[src/rtl/mem_port_arbiter.sv]
// rtl/mem_port_arbiter.sv - single-port memory arbiter between instruction fetch and data ports
module mem_port_arbiter #(
  parameter int ADDR_W       = 32,
  parameter int DATA_W       = 32,
  parameter int MEM_LATENCY  = 2,
  parameter int STARVE_LIMIT = 3
) (
  input  logic              clk,
  input  logic              rst,
  input  logic              if_req,
  input  logic [ADDR_W-1:0] if_addr,
  output logic [DATA_W-1:0] if_rdata,
  output logic              if_ready,
  input  logic              dm_read,
  input  logic              dm_write,
  input  logic [ADDR_W-1:0] dm_addr,
  input  logic [DATA_W-1:0] dm_wdata,
  output logic [DATA_W-1:0] dm_rdata,
  output logic              dm_ready,
  output logic              mem_en,
  output logic              mem_we,
  output logic [ADDR_W-1:0] mem_addr,
  output logic [DATA_W-1:0] mem_wdata,
  input  logic [DATA_W-1:0] mem_rdata,
  output logic              stall_if,
  output logic              stall_mem,
  output logic              busy
);

  typedef enum logic [1:0] {
    S_IDLE,
    S_ACCESS,
    S_RESP
  } state_t;

  state_t              state_q;
  logic [3:0]          lat_cnt_q;
  logic [3:0]          starve_cnt_q;
  logic                owner_dm_q;
  logic                wr_q;
  logic                if_ready_q;
  logic                dm_ready_q;
  logic                mem_en_q;
  logic                mem_we_q;
  logic [ADDR_W-1:0]   mem_addr_q;
  logic [DATA_W-1:0]   mem_wdata_q;
  logic [DATA_W-1:0]   if_rdata_q;
  logic [DATA_W-1:0]   dm_rdata_q;

  logic                dm_any_d;
  logic                grant_dm_d;
  logic                grant_if_d;

  // Arbitration decode: data wins unless fetch has been passed over STARVE_LIMIT times
  always_comb begin
    dm_any_d   = dm_read | dm_write;
    grant_dm_d = dm_any_d && (starve_cnt_q < 4'(STARVE_LIMIT));
    grant_if_d = !grant_dm_d && if_req;
  end

  // Access sequencer: grant in IDLE, count latency in ACCESS, pulse ready in RESP
  always_ff @(posedge clk) begin
    if (rst) begin
      state_q      <= S_IDLE;
      lat_cnt_q    <= '0;
      starve_cnt_q <= '0;
      owner_dm_q   <= 1'b0;
      wr_q         <= 1'b0;
      if_ready_q   <= 1'b0;
      dm_ready_q   <= 1'b0;
      mem_en_q     <= 1'b0;
      mem_we_q     <= 1'b0;
      mem_addr_q   <= '0;
      mem_wdata_q  <= '0;
      if_rdata_q   <= '0;
      dm_rdata_q   <= '0;
    end else begin
      if_ready_q <= 1'b0;
      dm_ready_q <= 1'b0;
      mem_en_q   <= 1'b0;
      mem_we_q   <= 1'b0;
      case (state_q)
        S_IDLE: begin
          if (grant_dm_d) begin
            state_q     <= S_ACCESS;
            lat_cnt_q   <= 4'(MEM_LATENCY);
            owner_dm_q  <= 1'b1;
            wr_q        <= dm_write;
            mem_en_q    <= 1'b1;
            mem_we_q    <= dm_write;
            mem_addr_q  <= dm_addr;
            mem_wdata_q <= dm_wdata;
            if (if_req) begin
              starve_cnt_q <= starve_cnt_q + 4'd1;
            end
          end else if (grant_if_d) begin
            state_q      <= S_ACCESS;
            lat_cnt_q    <= 4'(MEM_LATENCY);
            owner_dm_q   <= 1'b0;
            wr_q         <= 1'b0;
            mem_en_q     <= 1'b1;
            mem_we_q     <= 1'b0;
            mem_addr_q   <= if_addr;
            mem_wdata_q  <= dm_wdata;
            starve_cnt_q <= '0;
          end
        end
        S_ACCESS: begin
          lat_cnt_q <= lat_cnt_q - 4'd1;
          if (lat_cnt_q == 4'd1) begin
            state_q <= S_RESP;
            if (owner_dm_q) begin
              dm_ready_q <= 1'b1;
              if (!wr_q) begin
                dm_rdata_q <= mem_rdata;
              end
            end else begin
              if_ready_q <= 1'b1;
              if_rdata_q <= mem_rdata;
            end
          end
        end
        S_RESP: begin
          state_q <= S_IDLE;
        end
        default: begin
          state_q <= S_IDLE;
        end
      endcase
    end
  end

  assign if_ready  = if_ready_q;
  assign dm_ready  = dm_ready_q;
  assign if_rdata  = if_rdata_q;
  assign dm_rdata  = dm_rdata_q;
  assign mem_en    = mem_en_q;
  assign mem_we    = mem_we_q;
  assign mem_addr  = mem_addr_q;
  assign mem_wdata = mem_wdata_q;
  assign busy      = (state_q != S_IDLE);
  assign stall_if  = if_req & ~if_ready_q;
  assign stall_mem = (dm_read | dm_write) & ~dm_ready_q;

endmodule

[config.mk]
export PLATFORM = sky130hd
export DESIGN_NAME = mem_port_arbiter
export DESIGN_NICKNAME = d
export VERILOG_FILES = /design/src/rtl/mem_port_arbiter.sv
export SDC_FILE = /design/constraint.sdc
export NUM_CORES = 1
export LEC_CHECK = 0
export CAP_MARGIN = 20
export CORE_MARGIN = 3
export CORE_UTILIZATION = 35
export CTS_CLUSTER_DIAMETER = 50
export DETAILED_ROUTE_END_ITERATION = 16
export HOLD_SLACK_MARGIN = 0.02
export PLACE_DENSITY = 0.76
export SETUP_SLACK_MARGIN = 0.15
export SKIP_LAST_GASP = 1
export SLEW_MARGIN = 40
export SYNTH_ARGS = -nofsm -noshare
export SYNTH_HDL_FRONTEND = slang
export SYNTH_SLANG_ARGS = --single-unit
[constraint.sdc]
create_clock -name clk -period 1.9 [get_ports clk]
set_input_delay 0.19 -clock clk [delete_from_list [all_inputs] [get_ports clk]]
set_output_delay 0.19 -clock clk [all_outputs]
set_load 0.02 [all_outputs]
==> flow_results.org, run 1 <==
** Pwr
- For this design the ratio of total power to cell area is roughly 790 nW/um^2.
- Power comes to around 8.3 mW.
- Worst IR drop on VDD :: approximately 0.00053 V
- Static power due to leakage :: ~4.2 nW

** Die
- Boundary pin count :: approximately 270
- Placeable Area :: ~18000 sq um
- Initial Utilization :: 35.99%
- After floorplanning, the core was divided into 49 placement rows.
- The die is between 100 and 150 microns wide.
- From bottom edge to top edge, the die measures between 100 and 150 microns.
- The floorplan step defined a die boundary enclosing 20400 sq um.

** Logic synthesis
- Cell variety after synth :: 35
- The average instance in the mapped netlist occupies ~9.6 sq um.
- Post-Syn Area :: 6554 sq um
- Synthesis produced a netlist with a net count of a little over 800.
- Area contributors post-synth :: dfxtp_1 (44%), nand2b_1 (19%), mux2i_1 (15%), a221oi_1 (4.3%), o21bai_1 (3.8%)
- Synthesis inferred between 100 and 150 register bits.
- Cell type with the highest aggregate area in the netlist :: dfxtp_1
- Counting every instance in the synthesized netlist gives between 600 and 700.
- Fraction of the yosys area taken by sequential cells :: about 44%
- The Yosys step of the flow raised 0 warnings.
- Fraction of synthesized cell area taken by the top area cell type :: between 40% and 50%

** GRT
- Via count of the first global-routing pass :: approximately 5700
- Entering global routing, the biggest net connects slightly above 90 pins.
- GR Overflow Total :: 0
- The initial antenna violation count was 0.
- First-pass GRT wire length :: approximately 30000 microns
- Global routing consumed, over all layers together, between 10% and 20% of the routing resources.

** Placed design
- After detailed placement, the design holds a cell count of 1143.
- Worst setup timing slack at the placement stage :: -0.03576 ns
- Input and output buffers added on the ports amount to 267.
- After legalization and detailed placement, the total HPWL measured about 12000 microns.
- Summing all placed instances gives a cell area of ~9500 sq um.
- Routability-driven placement finished with a final weighted congestion of about 0.8.

** Drt
- Using the TritonRoute via totals, the vias-per-cell ratio works out to 4.854.
- Post-DR wirelength/cell :: 16.13 microns
- The pre-antenna-repair detailed-routing pass consisted of 5 iterations.
- The final route contains around 5800 vias.
- First DRT Iteration DRCs :: roughly 280
- DRC Markers :: 0
- Number of antenna-violating nets in the routed design :: 0
- Wires add up to 19220 microns.

** Setup path
- Along the worst path, the maximum fanout reaches 15.
- In this design, the stage delay of the slowest critical-path cell is approximately 0.5 ns.
- Crit-path leading delay family :: simple AND/OR/NAND/NOR gates
- The number of buffers and inverters on the critical path is 2.
- The worst setup path is captured at a flip-flop.
- Reg-to-Reg Start :: lat_cnt_q[1]$_SDFFE_PP0P_
- In this run the worst setup path begins at lat_cnt_q[1]$_SDFFE_PP0P_.
- Data arrives at the worst endpoint at roughly 2.1 ns.
- For flop-to-flop paths, the worst setup slack is 0.07 ns.
- The critical path goes through inv_2 -> ha_4 -> or3b_4 -> or4_4 -> buf_12 -> mux2i_1.
- The critical path in this run is classified as flip-flop to flip-flop.
- STA classifies the critical path startpoint as a flip-flop.
- CP Data Required Time :: about 2.2 ns
- Slowest stage cell on the critical path :: or4_4

** STA
- Highest clock rate :: ~0.55 GHz
- Unrepaired setup endpoints after global routing :: true
- The smallest clock period supported by the final layout is computed as around 1.8 ns.
- In the finished design, the share of the clock period the worst path needs comes to between 90% and 100%.
- Across all setup checks in the final design, the least slack found is 0.07159 ns.
- Number of setup violations in the final report :: 0
- Between clock sinks in the finished design, the worst skew comes to around 0.006 ns.
- After routing, the total negative slack on setup checks comes to 0 ns.
- Measured slew at the worst slew-check pin :: 0.6641 ns
- Hold is met by roughly 0.15 ns.
- Slew Viols, Final :: 0
- The final count of hold timing violations is 0.
- In this run the tightest slew margin relative to its limit is a little under three fifths.

** Clock network
- Total number of H-tree levels :: 4
- For the worst-skew pair, the clock arrives at the later sink with an insertion delay of between 0.4 and 0.5 ns.
- TritonCTS clock tree :: done
- In this run the clock root is driven by a clkbuf_16.
- Counting every sink on the clock net gives between 100 and 150.
- After clock tree synthesis, the clock-pin slew on the worst setup and hold paths is approximately 0.060 ns.
- Largest buffer count on any clock path :: 2
- TritonCTS created 17 clock buffers.

** Finish
- After routing the design area is about 10000 sq um.
- The filler cells instantiated in the layout total 1556.
- Antenna cell count :: 0
- Cells fill ~58% of the core in the end.
- Final layout net count :: roughly 1100
- Post-Layout Cell Count :: around 1200
- Of the cells placed in the final design, the portion with a size suffix greater than 1 is about a tenth.
- Compared with the post-synthesis result, the final layout area differs by 60.08%.

** Worst hold path
- The worst hold path begins at rst.
- The tightest min-delay check is of the input pin to flip-flop type.

** Status
- The flow ran to the end, and the final reports show no timing, DRC or antenna violations.

** Job
- Max-cap violations in this run came to 0.
-- power breakdown --
part           total (mW)  internal, mW  leakage, nW  switching, mW
clock network        3.38          2.06        0.287           1.31
logic                1.65         0.924         2.78          0.730
registers            3.30          3.19         1.18          0.112
total                8.34          6.18         4.25           2.16
-- worst register-to-register path, delay by kind of cell, from the launching register on --
family	cells	cell delay (ns)
buffers and inverters	2	0.27
multiplexers	1	0.14
adder cells (fa/ha/maj)	1	0.12
flip-flops	1	0.32
AND/OR/NAND/NOR	2	0.87
-- cells in the mapped netlist, drive strengths merged --
cell    number
ha           3
nor2         7
or4          2
o32ai        2
mux2i       98
nand3        3
or3b         2
o311ai       1
or3          2
dfxtp      144
a221oi      32
nor4         1
or4b         1
nor2b        2
nand2b     194
o31ai        3
clkbuf      37
inv         38
o21bai      33
nor3b        2
and3b        2
a21oi        7
o22ai       32
and2         1
o21a         1
buf         18
nand2        5
nor3         6
or2          1
-- cell usage in the layout (no fill, tap or decap), types with 7 or more instances in the layout --
cell	count
a221oi_1	32
mux2i_1	98
inv_1	36
buf_4	16
buf_6	7
o21bai_1	33
buf_12	9
o22ai_1	32
clkbuf_16	19
dfxtp_1	140
nand2b_1	194
clkdlybuf4s50_1	264
-- registers in the layout (all words and copies together), names as in the netlist, 2 cells and up --
register	flops
dm_rdata	32
if_rdata	32
mem_addr	32
mem_wdata	32
lat_cnt_q	4
starve_cnt_q	4
state_q	2
-- repair_timing --
item / 4_1_cts / 5_1_grt
endpoints found under the hold margin: 0 / 0
endpoints found under the setup margin: 93 / 92
resized for setup: 13 / 11
pin swaps: 0 / 2
buffers inserted: 6 / 2
hold buffers: 0 / 0
gates cloned: 5 / 3
-- path summary, 6_finish.rpt --
path                                 to  depth (start not counted)
max            dm_rdata[5]$_SDFFE_PP0P_                          6
min                 if_ready$_SDFF_PP0_                          2
max reg2reg    dm_rdata[5]$_SDFFE_PP0P_                          6
min reg2reg  mem_wdata[24]$_SDFFE_PP0P_                          2
-- metal layers --
layer	wire length (microns)	track usage, %	vias up
met5	0	0	-
met4	207	4.602	0
met3	1196	5.693	17
met2	9230	30.02	175
met1	8582	22.46	2719
li1	-	-	2870
-- layout make-up --
cell class | count | area, sq um | share of cell area (%)
inverter | 38 | 142.6 | 1.360
multi-input combinational | 443 | 3351 | 31.94
tap | 229 | 286.5 | 2.731
timing repair buffer | 305 | 3228 | 30.77
sequential | 144 | 2888 | 27.53
clock buffer | 18 | 429.2 | 4.091
clock inverter | 14 | 166.4 | 1.586
-- cell families (layout without fill, tap and decap cells) --
| logic type | Yosys count | in the layout | share of synthesized area [%] |
|---|---|---|---|
| adder cells (fa/ha/maj) | 3 | 3 | 0.5728 |
| flip-flops | 144 | 144 | 43.99 |
| buffers and inverters | 93 | 375 | 6.013 |
| multiplexers | 98 | 98 | 14.97 |
| AND/OR/NAND/NOR | 231 | 231 | 21.74 |
| AO/OA/AOI/OAI | 111 | 111 | 12.71 |
(Power assumes the default switching activity.)
==> inputs of run 2 (changes only) <==
Settings changed: CTS_BUF_LIST set to sky130_fd_sc_hd__clkbuf_8, PLACE_DENSITY 0.76 to not set, PLACE_DENSITY_LB_ADDON set to 0.08.
Clock period 1.9 ns to 1.5 ns, I/O delays scaled along.
==> run 2 against run 1 <==
  * The flow now finishes with violations (negative setup slack)
  * Flip-flop and latch count unchanged
  * Critical path type unchanged
  * First-iteration DRC count decreased by 29%
  * Worst setup slack got worse by 0.40 ns
  * Wire length increased by 5.5%
  * Via count increased by 1.9%
  * Sequential share of layout area decreased by 0.44 points
  * Maximum frequency increased by 0.25%
  * Sequential power increased by 27%
  * Cell count increased by 2.0%
  * Global-route usage increased by 1.2 points
  * Register-to-register slack got worse by 0.40 ns
  * Critical path depth unchanged
==> flow_results.org, run 2 (same netlist as run 1, synthesis figures left out) <==
** Status
- Status :: finished, violations left (was finished clean)
- Failing checks :: negative setup slack

** STA
- The share of the clock period used by the worst path came to 121.6% (was 96.23%).
- Final worst slack :: -0.3239 ns (was 0.07159 ns)
- The maximum achievable frequency is 0.5483 GHz (was 0.5469 GHz).
- Worst-case headroom to the max-slew limit :: 74.39% (was 55.73%)
- The final worst clock skew came to 0.01343 ns (was 0.005980 ns).
- Number of failing hold endpoints at the final stage :: 0 (unchanged)
- The total setup violations reported at the end of the flow is 133 (was 0).
- Unrepaired setup endpoints after global routing: true (unchanged).
- The final count of pins violating max slew was 0 (unchanged).
- Post-layout minimum cycle time :: 1.824 ns (was 1.828 ns)
- The worst-margin pin slew came to 0.3842 ns (was 0.6641 ns).

** Setup path
- The path type of the worst setup path is flip-flop to flip-flop (unchanged).
- The maximum net fanout on the critical path is 16 (was 15).
- Category of the worst setup path capture point :: flip-flop (unchanged)
- The startpoint kind of the worst setup timing path was a flip-flop (unchanged).
- The minimum setup slack among reg-to-reg paths was -0.32 ns (was 0.07 ns).
- Arrival time reported for the critical path endpoint :: 2.19 ns (was 2.12 ns)
- The data required time of the worst path is 1.87 ns (was 2.19 ns).
- The depth of the worst register-to-register path is 6 (unchanged).
- End of the worst register-to-register path :: dm_rdata[1]$_SDFFE_PP0P_ (was dm_rdata[5]$_SDFFE_PP0P_)
- The startpoint of the worst-slack reg-to-reg timing path is lat_cnt_q[1]$_SDFFE_PP0P_ (unchanged).

** Clock network
- Clock slew seen by the registers of the worst setup and hold paths :: 0.08 ns (was 0.06 ns)
- The worst-skew pair later-pin latency came to 0.44 ns (was 0.41 ns).
- The number of sinks on the clock net came to 144 (unchanged).
- The clock root buffer master is clkbuf_8 (was clkbuf_16).
- Largest buffer count on any clock path :: 2 (unchanged)
- TritonCTS Buffers :: 17 (unchanged)
- The clock tree from TritonCTS was done (unchanged).
- Total of hold buffers inserted after clock tree synthesis :: 0 (unchanged)
- Total number of H-tree levels :: 4 (unchanged)

** Finish
- Commonest cells after routing, fill and taps aside: nand2b_1 (194), dfxtp_1 (138), clkdlybuf4s50_1 (130), mux2i_1 (97), dlygate4sd2_1 (60) (was clkdlybuf4s50_1 (264), nand2b_1 (194), dfxtp_1 (140), mux2i_1 (98), inv_1 (36)).
- Area added between synthesis and finish :: 62.85% (was 60.08%)
- Post-Layout Cell Count :: 1215 (was 1191)
- The count of fill cells added during filler insertion was 1585 (was 1556).
- Footprint of the flip-flops and latches :: 2890 sq um (was 2888 sq um)
- Most common library cell in the layout ignoring fill and taps :: nand2b_1 (was clkdlybuf4s50_1)
- Final layout net count :: 1109 (was 1085)
- Final core utilization :: 58.61% (was 57.62%)
- Fraction of layout cells with a size suffix above 1 :: 18.98% (was 9.459%)
- The area of combinational cells with multiple inputs was 3623 sq um (was 3351 sq um).

** Drt
- Final wirelength :: 20270 microns (was 19220 microns)
- Post-DR wirelength/cell :: 16.68 microns (was 16.13 microns)
- The number of design rule violations left after detail routing is 0 (unchanged).
- The number of nets with antenna violations after detailed routing came to 0 (unchanged).
- The via-per-instance ratio was 4.849 (was 4.854).
- Via total after detailed routing :: 5892 (was 5781)
- First drt pass iteration count :: 5 (unchanged)
- The number of design-rule violations left by the first detailed-router iteration was 200 (was 282).

** Die
- Area enclosed by the die boundary :: 20400 sq um (unchanged)
- Initial Utilization :: 35.99% (unchanged)
- The overall die height was 142.8 microns (unchanged).
- Die X :: 142.8 microns (unchanged)
- Number of placement rows :: 49 (unchanged)
- The number of I/O pins came to 268 (unchanged).
- The core area came to 18210 sq um (unchanged).

** Worst hold path
- The worst min-delay path category was input pin to flip-flop (unchanged).
- Capture endpoint of the worst hold path :: if_rdata[1]$_SDFFE_PP0P_ (was if_ready$_SDFF_PP0_)
- Number of stages on the worst hold path :: 3 (was 2)
- The worst hold path startpoint is rst (unchanged).

** GRT
- First-pass GRT wire length :: 31240 microns (was 29500 microns)
- The total congestion overflow after global routing came to 0 (unchanged).
- The initial antenna violation count came to 1 (was 0).
- The via count of the first global-routing pass is 6161 (was 5689).
- The global-route usage over all layers was 19.13% (was 17.93%).
- The pin count of the biggest net entering global routing came to 116 (was 92).

** Placed design
- Instance count after placement with tap cells included :: 1166 (was 1143)
- RD Place Congestion :: 0.7816 (was 0.8067)
- Number of I/O port buffers :: 267 (unchanged)
- The half-perimeter wire length of the detailed placement result came to 13630 microns (was 12300 microns).

** Pwr
- Share of total power in combinational logic :: 22.4% (was 19.8%)
- The part of the total power dissipated in sequential elements came to 42.4% (was 39.6%).
- Pwr per Cell Area :: 923.7 nW/um^2 (was 794.7 nW/um^2)
- The switching share of power was 26.75% (was 25.88%).
- Internal cell power :: 7.221 mW (was 6.180 mW)
- Static power due to leakage :: 4.750 nW (was 4.249 nW)
- The switching power total was 2.638 mW (was 2.157 mW).
- The clock share of power is 35.3% (was 40.5%).
- Worst IR drop on VDD :: 0.0006006 V (was 0.0005349 V)

** Job
- Count of maximum capacitance violations :: 0 (unchanged)
-- run 2: cell types whose count changed in the layout (fill, tap and decap cells not counted), sizes merged --
cell	delta
dlygate4sd2	+59
bufbuf	-1
clkdlybuf4s50	-134
clkdlybuf4s15	+46
diode	+1
clkinvlp	-2
bufinv	+1
inv	+1
clkbuf	+32
buf	+26
clkinv	-5
-- run 2: what timing repair did --
action / CTS / global route
gates cloned: 4 / 4
setup endpoints to repair: 272 / 207
setup buffers: 6 / 3
gates resized for setup: 206 / 91
pin swaps: 5 / 6
-- run 2: final cells by class --
| type | count | area share [%] |
|---|---|---|
| Inverter | 38 | 1.360 |
| Clock inverter | 9 | 1.442 |
| Clock buffer | 22 | 2.837 |
| Timing Repair Buffer | 329 | 30.62 |
| Tap cell | 229 | 2.685 |
| Multi-Input combinational cell | 443 | 33.95 |
| Sequential cell | 144 | 27.08 |
| Antenna cell | 1 | 0.02345 |
-- run 2: routing by layer --
layer | track usage, % | routed length [microns]
met5 | 0 | 0
met4 | 5.703 | 231
met3 | 6.631 | 1364
met2 | 33.14 | 10180
met1 | 22.35 | 8496
-- run 2: per-stage QoR --
step | power [mW] | instance area, sq um | setup WS [ns] | TNS, ns | hold slack (ns)
2_1_floorplan | 5.359 | 6845 | -0.2457 | -17.63 | 0.2930
3_3_place_gp | 6.336 | 9943 | -0.4572 | -34.34 | 0.4495
3_5_place_dp | 6.383 | 9943 | -0.4867 | -40.13 | 0.4600
4_1_cts | 9.946 | 10550 | -0.2948 | -27.45 | 0.04828
5_1_grt | 10.35 | 10670 | -0.3887 | -36.04 | 0.08168
6_report | 9.859 | 10670 | -0.3239 | -27.45 | 0.09454
-- run 2: worst max path at each step --
stage                                          end  cells after the start                       from  slack, ns
after floorplan           dm_rdata[0]$_SDFFE_PP0P_                      7  lat_cnt_q[1]$_SDFFE_PP0P_      -0.25
after global placement    dm_rdata[3]$_SDFFE_PP0P_                      6  lat_cnt_q[1]$_SDFFE_PP0P_      -0.46
after detailed placement  dm_rdata[7]$_SDFFE_PP0P_                      6  lat_cnt_q[1]$_SDFFE_PP0P_      -0.49
after CTS                 dm_rdata[1]$_SDFFE_PP0P_                      6  lat_cnt_q[1]$_SDFFE_PP0P_      -0.29
after global routing      dm_rdata[7]$_SDFFE_PP0P_                      6  lat_cnt_q[1]$_SDFFE_PP0P_      -0.39
final                     dm_rdata[1]$_SDFFE_PP0P_                      6  lat_cnt_q[1]$_SDFFE_PP0P_      -0.32
-- run 2: power groups by stage --
stage	registers [mW]	clock network (mW)	logic [mW]
floorplan	4.48	0	0.874
global placement	4.26	0	2.08
detailed placement	4.26	0	2.12
CTS	4.17	3.62	2.16
global route	4.21	3.78	2.36
finish	4.18	3.48	2.20
-- run 2: worst max-delay path, cell delays in order (launching register included) --
cell and delay [ns]:
dfxtp_2 0.33, inv_2 0.07, ha_4 0.13, or3b_4 0.38, or4_4 0.48, buf_12 0.19
mux2i_1 0.17
==> inputs of run 3 (changes only) <==
Settings changed: CAP_MARGIN 20 to not set, CORE_UTILIZATION 35 to 40.
==> run 3 against run 2 <==
  * The run still ends with negative setup slack left
  * Via count increased by 1.9%
  * Clock power decreased by 17%
  * Combinational power increased by 3%
  * Cell count decreased by 0.25%
  * Global-route usage increased by 3.6 points
  * Wire length increased by 2.4%
  * Total power decreased by 5.2%
  * Die area decreased by 12%
  * Hold slack improved by 0.18 ns
  * First-iteration DRC count decreased by 5.0%
  * Non-clock buffer count increased by 9
  * Core utilization increased by 8.7 points
  * Largest cell class unchanged
  * Highest routed layer unchanged
==> flow_results.org, run 3 (same netlist as run 1, synthesis figures left out) <==
** GRT
- First-pass GRT wire length :: 32860 microns (was 31240 microns)
- The global-route usage over all layers came to 22.74% (was 19.13%).
- The via count of the first global-routing pass is 6401 (was 6161).
- The initial antenna violation count came to 1 (unchanged).
- GR Overflow Total :: 0 (unchanged)
- The pin count of the biggest net entering global routing is 98 (was 116).

** Setup path
- The endpoint type of the worst setup path is a flip-flop (unchanged).
- Worst Setup SP :: starve_cnt_q[0]$_SDFFE_PP0P_ (was lat_cnt_q[1]$_SDFFE_PP0P_)
- Reg-to-Reg Start :: starve_cnt_q[0]$_SDFFE_PP0P_ (was lat_cnt_q[1]$_SDFFE_PP0P_)
- The depth of the worst register-to-register path was 7 (was 6).
- The startpoint kind of the worst setup timing path is a flip-flop (unchanged).
- The data required time of the worst path is 1.87 ns (about the same).
- The data arrival time at the worst-slack endpoint came to 2.20 ns (was 2.19 ns).
- The maximum net fanout on the critical path is 3 (was 16).
- The path type of the worst setup path was flip-flop to flip-flop (unchanged).

** STA
- The final count of hold timing violations came to 0 (unchanged).
- Measured slew at the worst slew-check pin :: 0.3244 ns (was 0.3842 ns)
- Unrepaired setup endpoints after global routing :: true (unchanged)
- Total negative slack for setup checks :: -34.73 ns (was -27.45 ns)
- Final worst slack :: -0.3328 ns (was -0.3239 ns)
- Slew Viols, Final :: 0 (unchanged)
- Highest clock rate :: 0.5456 GHz (was 0.5483 GHz)
- Minimum hold slack :: 0.2742 ns (was 0.09454 ns)
- The share of the clock period used by the worst path is 122.2% (was 121.6%).
- Post-layout minimum cycle time :: 1.833 ns (was 1.824 ns)
- The final worst clock skew is 0.009541 ns (was 0.01343 ns).
- Number of setup violations in the final report :: 134 (was 133)
- The worst slew margin relative to its limit came to 78.33% (was 74.39%).

** Drt
- The count of TritonRoute iterations in the first routing pass was 4 (was 5).
- Number of antenna-violating nets in the routed design :: 0 (unchanged)
- Final wirelength :: 20750 microns (was 20270 microns)
- DRC Markers :: 0 (unchanged)
- First DRT Iteration DRCs :: 190 (was 200)
- The detailed-route wire length per cell came to 17.12 microns (was 16.68 microns).
- Average vias per placed instance :: 4.953 (was 4.849)
- The routed via count was 6003 (was 5892).

** Finish
- The area of combinational cells with multiple inputs is 3621 sq um (was 3623 sq um).
- The number of nets in the layout is 1118 (was 1109).
- The most common cell after layout, fill and taps aside is nand2b_1 (unchanged).
- The count of fill cells added during filler insertion was 1300 (was 1585).
- The post-layout instance count excluding filler cells was 1212 (was 1215).
- The share of layout cells above drive strength 1 came to 17.09% (was 18.98%).
- Commonest cells after routing, fill and taps aside: nand2b_1 (194), dfxtp_1 (138), clkdlybuf4s50_1 (130), mux2i_1 (98), dlygate4sd2_1 (96) (was nand2b_1 (194), dfxtp_1 (138), clkdlybuf4s50_1 (130), mux2i_1 (97), dlygate4sd2_1 (60)).
- Summed area of non-filler cells in the final layout :: 10730 sq um (was 10670 sq um)
- The layout overhead on the synthesized area is 63.65% (was 62.85%).
- The register area was 2890 sq um (unchanged).

** Placed design
- Instance count after placement with tap cells included :: 1152 (was 1166)
- The port buffer count came to 267 (unchanged).
- Worst setup timing slack at the placement stage :: -0.4506 ns (was -0.4867 ns)
- The placer congestion estimate was 0.8152 (was 0.7816).
- The half-perimeter wire length of the detailed placement result was 13920 microns (was 13630 microns).
- The cell area reported after detailed placement came to 9907 sq um (was 9943 sq um).

** Die
- The initial core utilization is 41.11% (was 35.99%).
- The die outline area was 17960 sq um (was 20400 sq um).
- Number of placement rows :: 46 (was 49)
- The width of the chip came to 134 microns (was 142.8 microns).
- Placeable Area :: 15940 sq um (was 18210 sq um)
- The overall die height is 134 microns (was 142.8 microns).
- The number of I/O pins was 268 (unchanged).

** Worst hold path
- The worst hold path startpoint was dm_addr[31] (was rst).
- Number of stages on the worst hold path :: 3 (unchanged)
- The worst min-delay path category was input pin to flip-flop (unchanged).

** Pwr
- The leakage component of the power was 4.891 nW (was 4.750 nW).
- Worst IR drop on VDD :: 0.0004892 V (was 0.0006006 V)
- Pwr per Cell Area :: 871.0 nW/um^2 (was 923.7 nW/um^2)

** Status
- Status :: finished, violations left (unchanged)
- Failing checks: negative setup slack (unchanged).

** Clock network
- The number of sinks on the clock net came to 144 (unchanged).
- TritonCTS clock tree :: done (unchanged)
- Total number of H-tree levels :: 4 (unchanged)
- The clock-pin transition on the worst setup and hold timing paths was 0.08 ns (about the same).
- Largest buffer count on any clock path :: 2 (unchanged)
- Latest clock arrival within the worst-skew pair :: 0.44 ns (about the same)
- TritonCTS Buffers :: 17 (unchanged)
- The clock root buffer master is clkbuf_8 (unchanged).

** Job
- The number of violations of the max-capacitance limit is 0 (unchanged).
run 3: cell count changes in the layout (fill, tap and decap cells not counted), moves of 3 or more:
| cell | previous run | this run |
|---|---|---|
| buf_16 | 4 | 10 |
| dlygate4sd2_1 | 60 | 96 |
| buf_4 | 31 | 39 |
| clkinv_2 | 1 | 5 |
| clkdlybuf4s15_1 | 44 | 30 |
| bufinv_16 | 4 | 1 |
| clkbuf_2 | 26 | 6 |
| clkbuf_16 | 4 | 0 |
run 3: layout make-up:
cell class	instances	area share (%)
Antenna cell	1	0.02333
Clock buffer	20	2.566
Clock inverter	12	0.8749
Inverter	38	1.353
Multi-Input combinational cell	443	33.76
Sequential cell	144	26.95
Tap cell	216	2.520
Timing Repair Buffer	338	31.95
run 3: path summary, 6_finish.rpt:
path / slack [ns] / endpoint
hold reg to reg: 0.47 / mem_wdata[8]$_SDFFE_PP0P_
setup / recovery: -0.33 / starve_cnt_q[0]$_SDFFE_PP0P_
setup reg to reg: -0.33 / starve_cnt_q[0]$_SDFFE_PP0P_
hold / removal: 0.27 / mem_addr[31]$_SDFFE_PP0P_
run 3: power breakdown:
group / internal (mW) / switching, mW
clock: 1.42 / 1.48
sequential: 4.04 / 0.140
combinational: 1.20 / 1.07
run 3: metrics by stage:
| step | total power [mW] | util, % |
|---|---|---|
| after floorplan | 5.359 | - |
| final | 9.342 | 67.27 |
| after detailed placement | 6.382 | 62.14 |
| after CTS | 9.396 | 66.63 |
| after global routing | 9.739 | 67.27 |
| after global placement | 6.317 | 62.14 |
run 3: timing repair:
action / in CTS / in global routing
buffers inserted: 10 / 6
resized for setup: 185 / 46
endpoints found under the hold margin: 1 / 0
pin swaps: 7 / 8
cloned: 10 / 0
hold buffers: 1 / 0
setup endpoints to repair: 271 / 169
run 3: worst max-delay path, stage by stage (launching register included):
cell,delay (ns)
dfxtp_2,0.34
ha_4,0.16
or3_4,0.35
buf_4,0.15
buf_6,0.12
buf_6,0.12
or4_1,0.39
a21oi_1,0.13
run 3: metal layers:
layer | GRT usage (%) | vias to the layer above | part of all wire (%)
met4 | 6.800 | 0 | 1.8
met5 | 0 | - | 0
li1 | - | 2948 | -
met3 | 6.939 | 29 | 7.0
met1 | 26.50 | 2833 | 41
met2 | 40.20 | 193 | 50
